<file path="config.mk">
export PLATFORM = sky130hd
export DESIGN_NAME = pipe_stage_skid
export DESIGN_NICKNAME = d
export VERILOG_FILES = /design/src/rtl/pipe_stage_skid.sv
export SDC_FILE = /design/constraint.sdc
export NUM_CORES = 1
export LEC_CHECK = 0
export BUFFER_PORTS_ARGS = -buffer_cell sky130_fd_sc_hd__buf_2
export CORE_MARGIN = 2
export CORE_UTILIZATION = 55
export DETAILED_ROUTE_END_ITERATION = 8
export PLACE_DENSITY = 0.81
export SYNTH_ARGS = -nofsm -noshare
export SYNTH_HDL_FRONTEND = slang
export SYNTH_SLANG_ARGS = --single-unit
</file>
<file path="constraint.sdc">
create_clock -name i_clk -period 2.45 [get_ports i_clk]
set_input_delay 0.245 -clock i_clk [delete_from_list [all_inputs] [get_ports i_clk]]
set_output_delay 0.245 -clock i_clk [all_outputs]
set_load 0.03 [all_outputs]
</file>
<file path="src/rtl/pipe_stage_skid.sv">
// Elastic pipeline stage register with a 2-entry skid buffer, synchronous
// flush with bubble insertion and a saturating stall-cycle counter.
module pipe_stage_skid #(
  parameter int unsigned           DATA_W  = 64,
  parameter logic [DATA_W-1:0]     RST_VAL = '0,
  parameter int unsigned           CNT_W   = 16
) (
  input  logic              i_clk,
  input  logic              i_a_rst_n,
  input  logic              i_s_rst,
  input  logic              i_valid,
  output logic              o_ready,
  input  logic [DATA_W-1:0] i_data,
  output logic              o_valid,
  input  logic              i_ready,
  output logic [DATA_W-1:0] o_data,
  input  logic              i_cnt_clr,
  output logic [CNT_W-1:0]  o_stall_cnt
);

  typedef enum logic [1:0] {
    StEmpty = 2'b00,
    StOne   = 2'b01,
    StTwo   = 2'b10
  } state_e;

  state_e              r_state;
  logic [DATA_W-1:0]   r_main;
  logic [DATA_W-1:0]   r_skid;
  logic [CNT_W-1:0]    r_stall_cnt;

  logic                w_in_fire;
  logic                w_out_fire;
  logic                w_stall;

  // Handshake flags depend only on registered state, so o_ready never sees i_ready.
  assign o_valid     = (r_state != StEmpty);
  assign o_ready     = (r_state != StTwo);
  assign o_data      = r_main;
  assign o_stall_cnt = r_stall_cnt;

  assign w_in_fire  = i_valid & o_ready;
  assign w_out_fire = o_valid & i_ready;
  assign w_stall    = o_valid & ~i_ready;

  // State and payload storage; flush overrides every handshake.
  always_ff @(posedge i_clk or negedge i_a_rst_n) begin
    if (!i_a_rst_n) begin
      r_state <= StEmpty;
      r_main  <= RST_VAL;
      r_skid  <= RST_VAL;
    end else if (i_s_rst) begin
      r_state <= StEmpty;
      r_main  <= RST_VAL;
      r_skid  <= RST_VAL;
    end else begin
      unique case (r_state)
        StEmpty: begin
          if (w_in_fire) begin
            r_main  <= i_data;
            r_state <= StOne;
          end
        end
        StOne: begin
          if (w_in_fire && w_out_fire) begin
            r_main <= i_data;
          end else if (w_in_fire) begin
            r_skid  <= i_data;
            r_state <= StTwo;
          end else if (w_out_fire) begin
            // main keeps its last value while empty
            r_state <= StEmpty;
          end
        end
        StTwo: begin
          if (w_out_fire) begin
            r_main  <= r_skid;
            r_state <= StOne;
          end
        end
        default: r_state <= StEmpty;
      endcase
    end
  end

  // Saturating stall counter; clear beats increment, flush leaves it alone.
  always_ff @(posedge i_clk or negedge i_a_rst_n) begin
    if (!i_a_rst_n) begin
      r_stall_cnt <= '0;
    end else if (i_cnt_clr) begin
      r_stall_cnt <= '0;
    end else if (w_stall && (r_stall_cnt != {CNT_W{1'b1}})) begin
      r_stall_cnt <= r_stall_cnt + 1'b1;
    end
  end

endmodule

</file>
* After elaboration in Yosys (flattened, before gate mapping)
Index checks and enable logic that the tools add are counted.
** Storage, ports and cells
- Bits in registers :: 146
- Input port bits :: 70
- Word-level logic and storage cells :: 47
** Cells by class
- Add/sub/neg operators :: 1
- Equal/unequal tests :: 10
- Muxes and demuxes :: 17
- Bitwise operators :: 4
- Reduce and logical (&&, ||, !) cells :: 11
** Operators with widths (number)
- 64-bit 2-to-1 mux :: 7
- 64-bit one-hot mux with 3 select lines :: 1
- 16-bit 2-to-1 mux :: 2
- 16-bit by 1-bit adder with 16-bit output, second input constant :: 1
- 16-bit != test, second input constant :: 1
- 2-bit 2-to-1 mux :: 6
- 3-bit != test, second input constant :: 4
- 4-bit AND reduction :: 2
- 2-bit nonzero test :: 4
- 2-bit one-hot mux with 3 select lines :: 1
- 2-bit != test, second input constant :: 2
- 4-bit != test, second input constant :: 1
- 4-bit nonzero test :: 1
- 1-bit bitwise AND :: 3
- 3-bit AND reduction :: 1
- 2-bit by 1-bit == test with 1-bit output, second input constant :: 1
- 2-bit == test, second input constant :: 1
- 1-bit logical AND :: 2
- 2-bit zero test :: 1
- 1-bit NOT :: 1

* Longest topological paths before layout
- Word-level depth :: 7
- Mapped depth :: 8

* Worst setup path after synthesis
No wires, ideal clock.
- Path type :: reg-to-reg
- Start :: register r_state[0]
- End :: register r_main[15], in the netlist o_data[15]
- Setup time :: 89 ps
- Data arrival time :: 1956 ps
- Required time :: 2361 ps
- Slack :: 405 ps
- Cell stages (with the launch flop) :: 9
- Path buffers :: 2
- Period minus slack after synthesis :: 2045 ps
- Path through :: dfrtp_1 > inv_1 > ha_1 > inv_1 > o311a_1 > clkbuf_1 > clkbuf_1 > nor3_1 > a211oi_2
** Between the ends
- Cells in the longest elaborated chain, start to end :: 5
** RTL lines
- start: declaration :: line 27 : state_e r_state;
- start signal: assignment :: line 49 : r_state <= StEmpty;
- start signal: assignment :: line 53 : r_state <= StEmpty;
- start signal: assignment :: line 61 : r_state <= StOne;
- 2-bit nonzero test * :: line 37 : assign o_valid = (r_state != StEmpty);
- via o_valid :: line 14 : output logic o_valid,
- 1-bit bitwise AND * :: line 43 : assign w_out_fire = o_valid & i_ready;
- 1-bit logical AND :: line 65 : if (w_in_fire && w_out_fire) begin
- 3-bit != test (no line)
- 4-bit AND reduction (no line) *
- end signal: assignment :: line 60 : r_main <= i_data;
- end signal: assignment :: line 66 : r_main <= i_data;
- end signal: assignment :: line 77 : r_main <= r_skid;
- end: declaration :: line 28 : logic [DATA_W-1:0] r_main;
The timed path passes the listed nets; every way through them passes the cells marked *.
A chain may end at the register's enable or synchronous reset.

* Worst setup path after layout
- Start :: register r_state[1]
- End :: register r_main[9], in the netlist o_data[9]
** Between the ends
- Cells in the longest elaborated chain, start to end :: 5
** RTL lines (line)
- 2-bit != test or 2-bit nonzero test (tied branches) :: 38, 37
- 1-bit bitwise AND (on tied branches) :: 42, 43
- 1-bit logical AND :: 65
- 3-bit != test (no line)
- 4-bit AND reduction (no line)
Several ways; a longest one is shown, not always the timed one.

==> impl_metrics.toml <==
[flow_run]
drv_cap = 0

[cts]
clk_latency_ps = 420
clock_sinks = 146
clk_pin_slew_ps = 60
htreeDepth = 4
cts_tree = "yes"
clk_path_buf_depth = 2
cts_buffers = 17
clock-root-buffer = "clkbuf_16"

[drt]
wl_mm = 18.6
dr.first_iter.drc_count = 459
avgRoutedWirePerCell_um = 18.5
met3_length_mm = 1.21
wl_met1_mm = 7.73
drcViolationCount = 0
avgViaCountPerCell = 5.97
detail-route-antenna-nets = 0
first_pass_iters = 5
top_layer = "met4"
vias = 6001
wl_met2_mm = 9.38

[worst_setup_path]
path_max_fanout = 64
ff2ff_path_depth = 7
cp.required_ps = 2760
arrival_ps = 2640
crit_type = "reg -> reg"
start_kind = "register"
cp-end-kind = "register"

[global_route]
grt_use_total_pct = 27.6
grt_pass1_wl_mm = 30.7
grt_max_degree = 65
antenna_found_initial = 0
overflow = 0
grt_pass1_vias = 6184

[final_layout]
syn_to_final_growth_pct = 21.5
fill_cells = 969
stdcell_area_um2 = 8680
seq_area_um2 = 3650
post-route-util_pct = 68.5
multiInputGateArea_um2 = 3210
finalNetCount = 897
antenna_cells = 0
drive_gt1_share_pct = 32.3

[timing]
maxSlewViolCount = 0
fin_skew_ps = 7.37
setup_viol = 0
worst_pin_slew_ps = 748
final.setup.tns_ps = 0
hold_viol_final = 0
timing.final.ws_setup_ps = 123
relSlewSlack_pct = 50.1
final.period_utilization_pct = 95.0
whs_ps = 68.8
period_needed_ps = 2330
grt_setup_unrepaired = "no"
fmax_mhz = 430

[pwr]
internal_power_mw = 5.03
clock_power_share_pct = 32.0
p_leak_nw = 3.73
combPwrFrac_pct = 30.3
powerDensity_nw_per_um2 = 894
p_seq_share_pct = 37.7
p_sw_mw = 2.74
swShare_pct = 35.2
vdd_drop_max_mv = 0.397

[floorplanning]
ios = 152
die_area_um2 = 13900
die_h_um = 118
initial_utilization_pct = 56.4
row_count = 41
die_w_um = 118
core_area_um2 = 12700

[logic_synthesis]
synth_edf_count = 0
ys_top_cells_by_count = "146 x dfrtp_1, 132 x nand2_1, 81 x a21oi_1, 65 x mux2i_1, 65 x nor3_1"
synthArstFlopShare_pct = 100
synth_area_leaders = "dfrtp_1 51%, a211oi_2 11%, mux2i_1 9.1%"
ys_seq_area_share_pct = 51.1
yosysMostFrequentCell = "dfrtp_1"
yosys_warnings = 0
synth_top_area_share_pct = 51.1
synth_top_cell_by_area = "dfrtp_1"
synthesis.area_um2 = 7150
ys_ff_latch = 146
syn_nets = 768
ys.flop_type = "dfrtp_1"
synthCells = 693
yosys.cell_types.count = 36
syn_avg_cell_area_um2 = 10.3

[run_status]
outcome = "completed"

[placed_design]
place_congestion = 0.837
place_ws_ps = 134
hpwl_mm = 12.1
post_dp_cell_area_um2 = 8110
port_buffers = 151

[hold_path]
min_path_type = "in -> reg"
holdPathStages = 3
[metrics by stage]
step                total power, mW  cells
global route                   8.11   1006
CTS                            7.79   1006
finish                         7.76   1006
detailed placement             5.32    974
floorplan                      4.59    693
global placement               5.21    974
[sequential cells by signal, indices dropped and copies added (netlist names)]
signal	flops
o_stall_cnt	16
r_state	2
r_skid	64
o_data	64
[logic make-up after synthesis]
| family | count (synthesis) | share of synthesized area [%] |
|---|---|---|
| AO/OA/AOI/OAI | 165 | 18.6 |
| multiplexers | 65 | 9.10 |
| AND/OR/NAND/NOR | 244 | 16.0 |
| flip-flops | 146 | 51.1 |
| adder cells (fa/ha/maj) | 5 | 0.875 |
| buffers and inverters | 68 | 4.36 |
[layout by cell type (no fill, tap or decap), drive strengths merged, types with 6 or more instances in the layout]
| master | n |
|---|---|
| nand2 | 132 |
| nand3 | 7 |
| mux2i | 65 |
| o31ai | 11 |
| inv | 8 |
| nor3 | 65 |
| clkbuf | 26 |
| a21oi | 81 |
| a211oi | 65 |
| buf | 169 |
| dfrtp | 146 |
| or2 | 6 |
| or4 | 12 |
[metal layers]
| layer | GRT usage, % | vias up |
|---|---|---|
| met5 | 0 | - |
| met4 | 10.6 | 0 |
| met3 | 6.88 | 30 |
| met2 | 46.0 | 238 |
| met1 | 34.7 | 2994 |
| li1 | - | 2739 |
[cell type report]
class,count,share of cell area [%]
Inverter,8,0.346
Multi-Input combinational cell,479,37.0
Clock buffer,26,5.86
Timing Repair Buffer,170,11.7
Clock inverter,5,0.576
Tap cell,172,2.48
Sequential cell,146,42.1
[repair_timing]
| item | CTS | global route |
|---|---|---|
| hold buffers | 1 | 0 |
| buffers inserted | 0 | 0 |
| setup endpoints to repair | 1 | 0 |
| resized for setup | 1 | 0 |
| hold endpoints to repair | 44 | 0 |
[path summary, 6_finish.rpt]
path	from	to	slack (ps)
worst max-delay path	r_state[1]	o_data[9]	120
worst min-delay path	i_data[36]	r_skid[36]	70
max in group asynchronous	i_a_rst_n	o_stall_cnt[8]	1420
worst max register to register	r_state[1]	o_data[9]	120
worst min register to register	r_skid[1]	r_skid[1]	520
min in group asynchronous	i_a_rst_n	o_data[7]	330
[critical path, stage by stage (launching register included)]
cell and delay, ps:
dfrtp_1 460, inv_1 110, ha_1 240, inv_1 170, o311a_2 220, buf_4 610
nor3_1 120, a211oi_1 280
[power groups by stage]
| stage | sequential, mW | clock (mW) | combinational, mW |
|---|---|---|---|
| floorplan | 3.42 | 0 | 1.18 |
| global placement | 2.94 | 0 | 2.27 |
| detailed placement | 2.96 | 0 | 2.35 |
| CTS | 2.92 | 2.50 | 2.37 |
| global route | 2.96 | 2.63 | 2.52 |
| finish | 2.93 | 2.48 | 2.35 |
No activity file was read; power rests on OpenSTA's default activity.
